--- config.mk ---
export PLATFORM = sky130hd
export DESIGN_NAME = t9990_video_out_flat
export DESIGN_NICKNAME = d
export VERILOG_FILES = /design/src/rtl/t9990_video_out_pkg.sv /design/src/rtl/t9990_video_out_if.sv /design/src/rtl/t9990_vout_delay.sv /design/src/rtl/t9990_video_out.sv /design/src/flat_wrapper.sv
export SDC_FILE = /design/constraint.sdc
export NUM_CORES = 1
export LEC_CHECK = 0
export ABC_AREA = 1
export BUFFER_PORTS_ARGS = -buffer_cell sky130_fd_sc_hd__buf_2
export CORE_ASPECT_RATIO = 1.75
export CORE_MARGIN = 5
export CORE_UTILIZATION = 58
export CTS_CLUSTER_DIAMETER = 60
export DETAILED_ROUTE_END_ITERATION = 6
export PLACE_DENSITY = 0.92
export SKIP_CTS_REPAIR_TIMING = 1
export SYNTH_ARGS = -nofsm -noshare
export SYNTH_HDL_FRONTEND = slang
export SYNTH_SLANG_ARGS = --single-unit
--- constraint.sdc ---
create_clock -name CLK -period 3.1 [get_ports CLK]
set_input_delay 0.93 -clock CLK [delete_from_list [all_inputs] [get_ports CLK]]
set_output_delay 0.93 -clock CLK [all_outputs]
set_load 0.01 [all_outputs]
--- src/rtl/t9990_video_out_pkg.sv ---
// ---------------------------------------------------------------------------
// T9990_REG : shared types and constants for the tiny9990 video output stage.
//
// Contents:
//   color_word_t   - palette colour word {ys, g[4:0], r[4:0], b[4:0]}
//   timing_t       - raster timing bundle {hs_n, vs_n, disp, blank}
//   VOUT_DLY_DEPTH - number of entries in the timing delay ring
//   TIMING_IDLE    - timing value that means "sync inactive, blanked"
//   expand5        - 5-bit to 8-bit colour component expansion
// ---------------------------------------------------------------------------
package T9990_REG;

    localparam int VOUT_DLY_DEPTH = 8;

    typedef struct packed {
        logic       ys;
        logic [4:0] g;
        logic [4:0] r;
        logic [4:0] b;
    } color_word_t;

    typedef struct packed {
        logic hs_n;
        logic vs_n;
        logic disp;
        logic blank;
    } timing_t;

    localparam timing_t TIMING_IDLE = timing_t'(4'b1101);

    // Replicating the top bits into the new LSBs maps 0 -> 0x00 and 31 -> 0xFF.
    function automatic logic [7:0] expand5(input logic [4:0] c);
        return {c, c[4:2]};
    endfunction

endpackage

--- src/rtl/t9990_video_out_if.sv ---
// ---------------------------------------------------------------------------
// t9990_video_out_if : registered video bus toward the encoder / HDMI block.
//
// Signals:
//   R_OUT, G_OUT, B_OUT - 8-bit colour components
//   HSYNC_n, VSYNC_n    - aligned syncs, active-low
//   DE                  - data enable (not blanked)
//   YS                  - superimpose / transparency flag
// Modports:
//   master - the video output stage (drives the bus)
//   slave  - the downstream encoder (observes the bus)
// ---------------------------------------------------------------------------
interface t9990_video_out_if;

    logic [7:0] R_OUT;
    logic [7:0] G_OUT;
    logic [7:0] B_OUT;
    logic       HSYNC_n;
    logic       VSYNC_n;
    logic       DE;
    logic       YS;

    modport master (
        output R_OUT, G_OUT, B_OUT, HSYNC_n, VSYNC_n, DE, YS
    );

    modport slave (
        input  R_OUT, G_OUT, B_OUT, HSYNC_n, VSYNC_n, DE, YS
    );

endinterface

--- src/rtl/t9990_vout_delay.sv ---
// ---------------------------------------------------------------------------
// t9990_vout_delay : ring-buffer delay of the raster timing bundle.
//
// The ring is written at index w on every EN tick; the tap is read
// combinationally from w - DELAY, so a bundle written on one tick is
// presented on the tap DELAY ticks later. START rewinds w to 0 without
// writing and without clearing the ring.
//
// Parameters:
//   DELAY   - tap distance in EN ticks, legal 1..VOUT_DLY_DEPTH-1
// Ports:
//   CLK     - system clock
//   RESET_n - asynchronous active-low reset
//   EN      - advance enable (dot-clock enable)
//   START   - line start, rewinds the write index (wins over EN)
//   DIN     - timing bundle in
//   DOUT    - delayed timing bundle out
// ---------------------------------------------------------------------------
module t9990_vout_delay
    import T9990_REG::*;
#(
    parameter int DELAY = 3
) (
    input  logic    CLK,
    input  logic    RESET_n,
    input  logic    EN,
    input  logic    START,
    input  timing_t DIN,
    output timing_t DOUT
);

    localparam int IDX_W = $clog2(VOUT_DLY_DEPTH);

    timing_t            ring [VOUT_DLY_DEPTH];
    logic [IDX_W-1:0]   w_idx;
    logic [IDX_W-1:0]   r_idx;

    // Index arithmetic is modulo the ring size, so the 7 -> 0 wrap is free.
    assign r_idx = w_idx - IDX_W'(DELAY);
    assign DOUT  = ring[r_idx];

    always_ff @(posedge CLK or negedge RESET_n) begin
        if (!RESET_n) begin
            w_idx <= '0;
            for (int i = 0; i < VOUT_DLY_DEPTH; i++) begin
                ring[i] <= TIMING_IDLE;
            end
        end else if (START) begin
            w_idx <= '0;
        end else if (EN) begin
            ring[w_idx] <= DIN;
            w_idx       <= w_idx + 1'b1;
        end
    end

endmodule

--- src/rtl/t9990_video_out.sv ---
// ---------------------------------------------------------------------------
// t9990_video_out : tiny9990 output stage, downstream of the palette.
//
// Delays the raster timing to line up with the palette's colour output,
// substitutes the border colour outside the display window, forces black
// while blanked, expands 5-bit components to 8 bits and registers the
// result onto the video bus.
//
// Optional build macro T9990_VOUT_SCANLINE_EN adds a SCANLINE input that
// halves every component on odd lines (line parity follows aligned HS,
// cleared during aligned VS).
//
// Parameters:
//   DELAY      - palette latency in DCLK_EN ticks, legal 1..7
// Ports:
//   CLK        - system clock
//   RESET_n    - asynchronous active-low reset
//   DCLK_EN    - dot-clock enable; pixel state advances only when high
//   START      - line start, re-aligns the timing delay line
//   COLOR      - palette colour word {YS, G5, R5, B5}
//   BORDER     - border colour word, YS bit ignored
//   HSYNC_IN_n, VSYNC_IN_n, DISP_IN, BLANK_IN - timing, aligned with PA
//   SCANLINE   - scanline effect enable (only with T9990_VOUT_SCANLINE_EN)
//   vout       - registered RGB888 + HSYNC_n/VSYNC_n/DE/YS bus
// ---------------------------------------------------------------------------
module t9990_video_out
    import T9990_REG::*;
#(
    parameter int DELAY = 3
) (
    input  logic              CLK,
    input  logic              RESET_n,
    input  logic              DCLK_EN,
    input  logic              START,
    input  logic [15:0]       COLOR,
    input  logic [15:0]       BORDER,
    input  logic              HSYNC_IN_n,
    input  logic              VSYNC_IN_n,
    input  logic              DISP_IN,
    input  logic              BLANK_IN,
`ifdef T9990_VOUT_SCANLINE_EN
    input  logic              SCANLINE,
`endif
    t9990_video_out_if.master vout
);

    timing_t     timing_in;
    timing_t     tap;
    color_word_t src;

    logic [7:0]  r_nxt, g_nxt, b_nxt;
    logic        ys_nxt, de_nxt;
    logic [7:0]  r_q, g_q, b_q;
    logic        hs_q, vs_q, de_q, ys_q;

    assign timing_in = '{hs_n: HSYNC_IN_n, vs_n: VSYNC_IN_n,
                         disp: DISP_IN,    blank: BLANK_IN};

    t9990_vout_delay #(
        .DELAY (DELAY)
    ) u_delay (
        .CLK     (CLK),
        .RESET_n (RESET_n),
        .EN      (DCLK_EN),
        .START   (START),
        .DIN     (timing_in),
        .DOUT    (tap)
    );

    // The border word has its YS bit masked off so border never superimposes.
    assign src = tap.disp ? color_word_t'(COLOR) : color_word_t'(BORDER & 16'h7FFF);

`ifdef T9990_VOUT_SCANLINE_EN
    logic line_odd, line_odd_nxt, hs_prev;

    // Parity is computed for the current tick so the pixel on the HS edge
    // already belongs to the new line.
    always_comb begin
        line_odd_nxt = line_odd;
        if (!tap.vs_n) begin
            line_odd_nxt = 1'b0;
        end else if (hs_prev && !tap.hs_n) begin
            line_odd_nxt = ~line_odd;
        end
    end

    always_ff @(posedge CLK or negedge RESET_n) begin
        if (!RESET_n) begin
            line_odd <= 1'b0;
            hs_prev  <= 1'b1;
        end else if (DCLK_EN) begin
            line_odd <= line_odd_nxt;
            hs_prev  <= tap.hs_n;
        end
    end
`endif

    // Blank overrides the display window; outside the window the border shows.
    always_comb begin
        r_nxt  = 8'h00;
        g_nxt  = 8'h00;
        b_nxt  = 8'h00;
        ys_nxt = 1'b0;
        de_nxt = 1'b0;
        if (!tap.blank) begin
            r_nxt  = expand5(src.r);
            g_nxt  = expand5(src.g);
            b_nxt  = expand5(src.b);
            ys_nxt = src.ys;
            de_nxt = 1'b1;
`ifdef T9990_VOUT_SCANLINE_EN
            if (SCANLINE && line_odd_nxt) begin
                r_nxt = r_nxt >> 1;
                g_nxt = g_nxt >> 1;
                b_nxt = b_nxt >> 1;
            end
`endif
        end
    end

    always_ff @(posedge CLK or negedge RESET_n) begin
        if (!RESET_n) begin
            r_q  <= 8'h00;
            g_q  <= 8'h00;
            b_q  <= 8'h00;
            hs_q <= 1'b1;
            vs_q <= 1'b1;
            de_q <= 1'b0;
            ys_q <= 1'b0;
        end else if (DCLK_EN) begin
            r_q  <= r_nxt;
            g_q  <= g_nxt;
            b_q  <= b_nxt;
            hs_q <= tap.hs_n;
            vs_q <= tap.vs_n;
            de_q <= de_nxt;
            ys_q <= ys_nxt;
        end
    end

    assign vout.R_OUT   = r_q;
    assign vout.G_OUT   = g_q;
    assign vout.B_OUT   = b_q;
    assign vout.HSYNC_n = hs_q;
    assign vout.VSYNC_n = vs_q;
    assign vout.DE      = de_q;
    assign vout.YS      = ys_q;

endmodule

--- src/flat_wrapper.sv ---
// flat-port wrapper written by rule: the top's interface ports become plain ports
module t9990_video_out_flat import T9990_REG::*;
#(
    parameter int DELAY = 3
)
  (CLK, RESET_n, DCLK_EN, START, COLOR, BORDER, HSYNC_IN_n, VSYNC_IN_n, DISP_IN, BLANK_IN, vout_R_OUT, vout_G_OUT, vout_B_OUT, vout_HSYNC_n, vout_VSYNC_n, vout_DE, vout_YS);
  t9990_video_out_if vout_i ();
  input  logic CLK;
  input  logic RESET_n;
  input  logic DCLK_EN;
  input  logic START;
  input  logic [15:0] COLOR;
  input  logic [15:0] BORDER;
  input  logic HSYNC_IN_n;
  input  logic VSYNC_IN_n;
  input  logic DISP_IN;
  input  logic BLANK_IN;
  output wire logic [$bits(vout_i.R_OUT)-1:0] vout_R_OUT;
  output wire logic [$bits(vout_i.G_OUT)-1:0] vout_G_OUT;
  output wire logic [$bits(vout_i.B_OUT)-1:0] vout_B_OUT;
  output wire logic [$bits(vout_i.HSYNC_n)-1:0] vout_HSYNC_n;
  output wire logic [$bits(vout_i.VSYNC_n)-1:0] vout_VSYNC_n;
  output wire logic [$bits(vout_i.DE)-1:0] vout_DE;
  output wire logic [$bits(vout_i.YS)-1:0] vout_YS;
  assign vout_R_OUT = vout_i.R_OUT;
  assign vout_G_OUT = vout_i.G_OUT;
  assign vout_B_OUT = vout_i.B_OUT;
  assign vout_HSYNC_n = vout_i.HSYNC_n;
  assign vout_VSYNC_n = vout_i.VSYNC_n;
  assign vout_DE = vout_i.DE;
  assign vout_YS = vout_i.YS;
  t9990_video_out #(.DELAY(DELAY)) u_core (.CLK(CLK), .RESET_n(RESET_n), .DCLK_EN(DCLK_EN), .START(START), .COLOR(COLOR), .BORDER(BORDER), .HSYNC_IN_n(HSYNC_IN_n), .VSYNC_IN_n(VSYNC_IN_n), .DISP_IN(DISP_IN), .BLANK_IN(BLANK_IN), .vout(vout_i));
endmodule
==> parameters.txt <==
Parameter                              Value

Run status
  Status    complete, no violations

Setup path
  Cell with the largest stage delay on the worst path    nand3_1
  Critical path endpoint category    register
  Largest fanout on the critical path    20
  WP data arrival    between 2 and 2.5 ns
  Type of origin of the critical path    primary input
  Worst reg2reg path depth    8
  Delay of the slowest cell on the worst path    about 0.31 ns
  Cells traversed along the worst timing path    buf_2 -> inv_2 -> nor2_1 -> inv_2 -> nor2_1 -> nand3_1 -> o21ai_0
  CP required    3.31 ns
  Kind of critical path    primary input to register

Yosys
  Combined area of all synthesized cells    roughly 2900 sq um
  Most instantiated flip-flop cell in the synthesis netlist    dfrtp_1
  Library cell occupying the most area in the post-synthesis netlist    dfrtp_1
  Synth area leaders    dfrtp_1 24%, dfstp_2 24%, nand2_1 11%
  Number of enable-type register cells in the synthesized netlist    0
  Top-count cell post-synth    nand2_1
  Most used standard cells in the synthesized netlist    87 x nand2_1, 47 x inv_1, 33 x nand3_1
  Number of synthesized register bits    54
  Gate count of the mapped netlist    about 350
  Yosys warning count    0
  Area share of the largest cell type after synthesis    0.242
  Number of distinct library cell variants in the gate-level netlist after synthesis    29
  Mean Syn Cell Area    8.24 sq um
  Sequential share of the synthesized area    0.479
  Syn Nets    392
  Post-synthesis async set-or-reset flop share    1.00

Route
  Mean routed wirelength per cell    between 10 and 15 um
  Count of unresolved DRC violations after routing    0
  Vias    2,505
  Violation count after the first detailed-route iteration    between 150 and 200
  Number of nets with antenna violations after routing    0
  Routed wire length    about 6.7 mm
  Post-DR vias/cell    5.39
  First-pass detailed-route iteration total    4

Timing
  Time the worst path needs with I/O delays and setup    2.12 ns
  Final worst hold slack    approximately 0.48 ns
  Max-slew violation count    0
  Total negative slack    0 ns
  Worst-case headroom to the max-slew limit    0.498
  Maximum achievable frequency    473 MHz
  Period utilisation layout    0.683
  Worst slew pin tran    approximately 0.75 ns
  Number of hold-slack violations in the final timing report    0
  Final setup violation count    0
  Setup repair after global routing missed its margin    false
  Worst clock skew    ~0.012 ns
  Post-layout worst setup margin    just under 1 ns

Global route
  Vias in the first global route    2,571
  Antenna violations before repair    0
  First-pass GRT wire length    11.5 mm
  Remaining Overflow, GRT    0
  Overall fraction of global-route tracks in use    0.218
  Pin count of the biggest net entering global routing    36

Clock tree
  Number of clock sinks    between 50 and 60
  Clock latency reported for the late side of the worst-skew pair    just over 0.3 ns
  Largest buffer count on any clock path    2
  CTS Buf Count    5
  # H-tree levels    2
  Root Driver    clkbuf_8
  CTS tree    yes
  Post-CTS clock slew at the launch and capture registers of the worst setup and hold paths    about 0.09 ns

Die
  Starting Density    0.591
  Area of the die    about 6600 sq um
  Number of primary I/O pins    68
  Die H    about 100 um
  Die boundary width    between 60 and 70 um
  Placeable Area    4890 sq um
  Row cnt    34

Min path
  Worst hold path type    register to register
  Worst hold path cell count    2

Final layout
  Fill cell total of the finished layout    360
  Cell area after layout    approximately 3300 sq um
  Layout net count    ~450
  Synthesis-to-finish area growth    13.6%
  Sequential cell area    around 1400 sq um
  Ant diodes    0
  Area occupied by multi-input gates    1170 sq um
  Proportion of layout cells with a drive suffix above 1    0.345

Power
  Final Power    1.95 mW
  Highest ir drop seen on vdd    about 0.5 mV
  Leak    between 1.5 and 2 nW
  Internal Dissipation    around 1.3 mW
  Switching component of the power    around 0.65 mW
  Ratio of total power to cell area    ~590 nW/um^2
  Reg power frac    0.502
  Sw frac    0.336
  Share of total power in the clock network    0.204
  Relative contribution of combinational cells to total power    0.295

Placement
  Count of input and output buffers    66
  Post-placement cell area    3190 sq um
  Worst Setup Slack post-DPL    ~0.72 ns
  Final weighted congestion in routability-driven placement    about 0.84
  DPL Wire Length    4.97 mm

Job
  Max-Cap Viols    0
==> layout make-up <==
| type | count | share of cell area |
|---|---|---|
| Clock buffer | 7 | 0.0263 |
| Clock inverter | 1 | 0.00152 |
| Inverter | 53 | 0.0629 |
| Sequential cell | 54 | 0.421 |
| Timing Repair Buffer | 71 | 0.112 |
| Multi-Input combinational cell | 225 | 0.355 |
| Tap cell | 54 | 0.0206 |
==> per-stage QoR <==
stage / cells / utilization
4_1_cts: 465 / 0.671
5_1_grt: 465 / 0.671
3_3_place_gp: 457 / 0.653
2_1_floorplan: 351 / -
6_report: 465 / 0.671
3_5_place_dp: 457 / 0.653
==> registers in the layout, indices dropped and copies added, names as in the netlist <==
signal and flops:
u_core.vout.HSYNC_n 1, u_core.vout.G_OUT 5, u_core.vout.YS 1, u_core.vout.R_OUT 5, u_core.vout.DE 1, u_core.u_delay.ring 32, u_core.vout.VSYNC_n 1, u_core.vout.B_OUT 5
u_core.u_delay.w_idx 3
==> power by group through the flow <==
stage / Sequential, mW / Combinational [mW] / Clock, mW
global placement: 0.978 / 0.551 / 0
floorplan: 1.00 / 0.389 / 0
global route: 0.997 / 0.642 / 0.428
detailed placement: 0.986 / 0.574 / 0
CTS: 0.974 / 0.580 / 0.406
finish: 0.976 / 0.573 / 0.397
==> logic make-up after synthesis <==
kind of cell | Yosys count | synth area share
fa+ha+maj | 1 | 0.00433
simple gates | 172 | 0.304
compound gates | 52 | 0.0952
flops | 54 | 0.479
buf+inv | 72 | 0.118
==> metal layers <==
layer  routed length, um  global-route usage  vias to the layer above
met5                   0                   0                        -
li1                    -                   -                     1213
met3                 437              0.0389                       18
met4                 200               0.114                        0
met2                3600               0.398                       94
met1                2470               0.238                     1180
==> path summary, 6_finish.rpt <==
kind                                                startpoint                                  end  slack [ns]
min in group asynchronous                              RESET_n     u_core.vout.B_OUT[5]$_DFFE_PN0P_        0.69
hold / removal                u_core.vout.G_OUT[3]$_DFFE_PN0P_     u_core.vout.G_OUT[3]$_DFFE_PN0P_        0.48
hold reg to reg               u_core.vout.G_OUT[3]$_DFFE_PN0P_     u_core.vout.G_OUT[3]$_DFFE_PN0P_        0.48
max in group asynchronous                              RESET_n   u_core.u_delay.ring[6]$_DFFE_PN1P_        1.68
setup reg to reg           u_core.u_delay.w_idx[1]$_DFFE_PN0P_     u_core.vout.B_OUT[4]$_DFFE_PN0P_        1.13
setup / recovery                                       DCLK_EN  u_core.u_delay.ring[13]$_DFFE_PN0P_        0.98
==> cells in the final DEF (no fill, tap or decap), types with 2 or more instances in the layout <==
cell type and n:
a21oi_1 10, buf_2 66, buf_4 5, clkbuf_8 6, dfrtp_1 28, dfstp_2 26, inv_1 47, inv_2 4
nand2_1 87, nand2_2 12, nand2_4 3, nand3_1 33, nand3_2 10, nor2_1 20, nor3_4 3, o211ai_1 4
o21ai_0 28, o21ai_1 7, o22ai_1 2
==> worst max-delay path: cells and delay by family <==
kind,cells,cell delay (ns)
and+or+nand+nor,3,0.74
buffers and inverters,3,0.38
AOI/OAI and AO/OA,1,0.27
No activity file was read; power rests on OpenSTA's default activity.
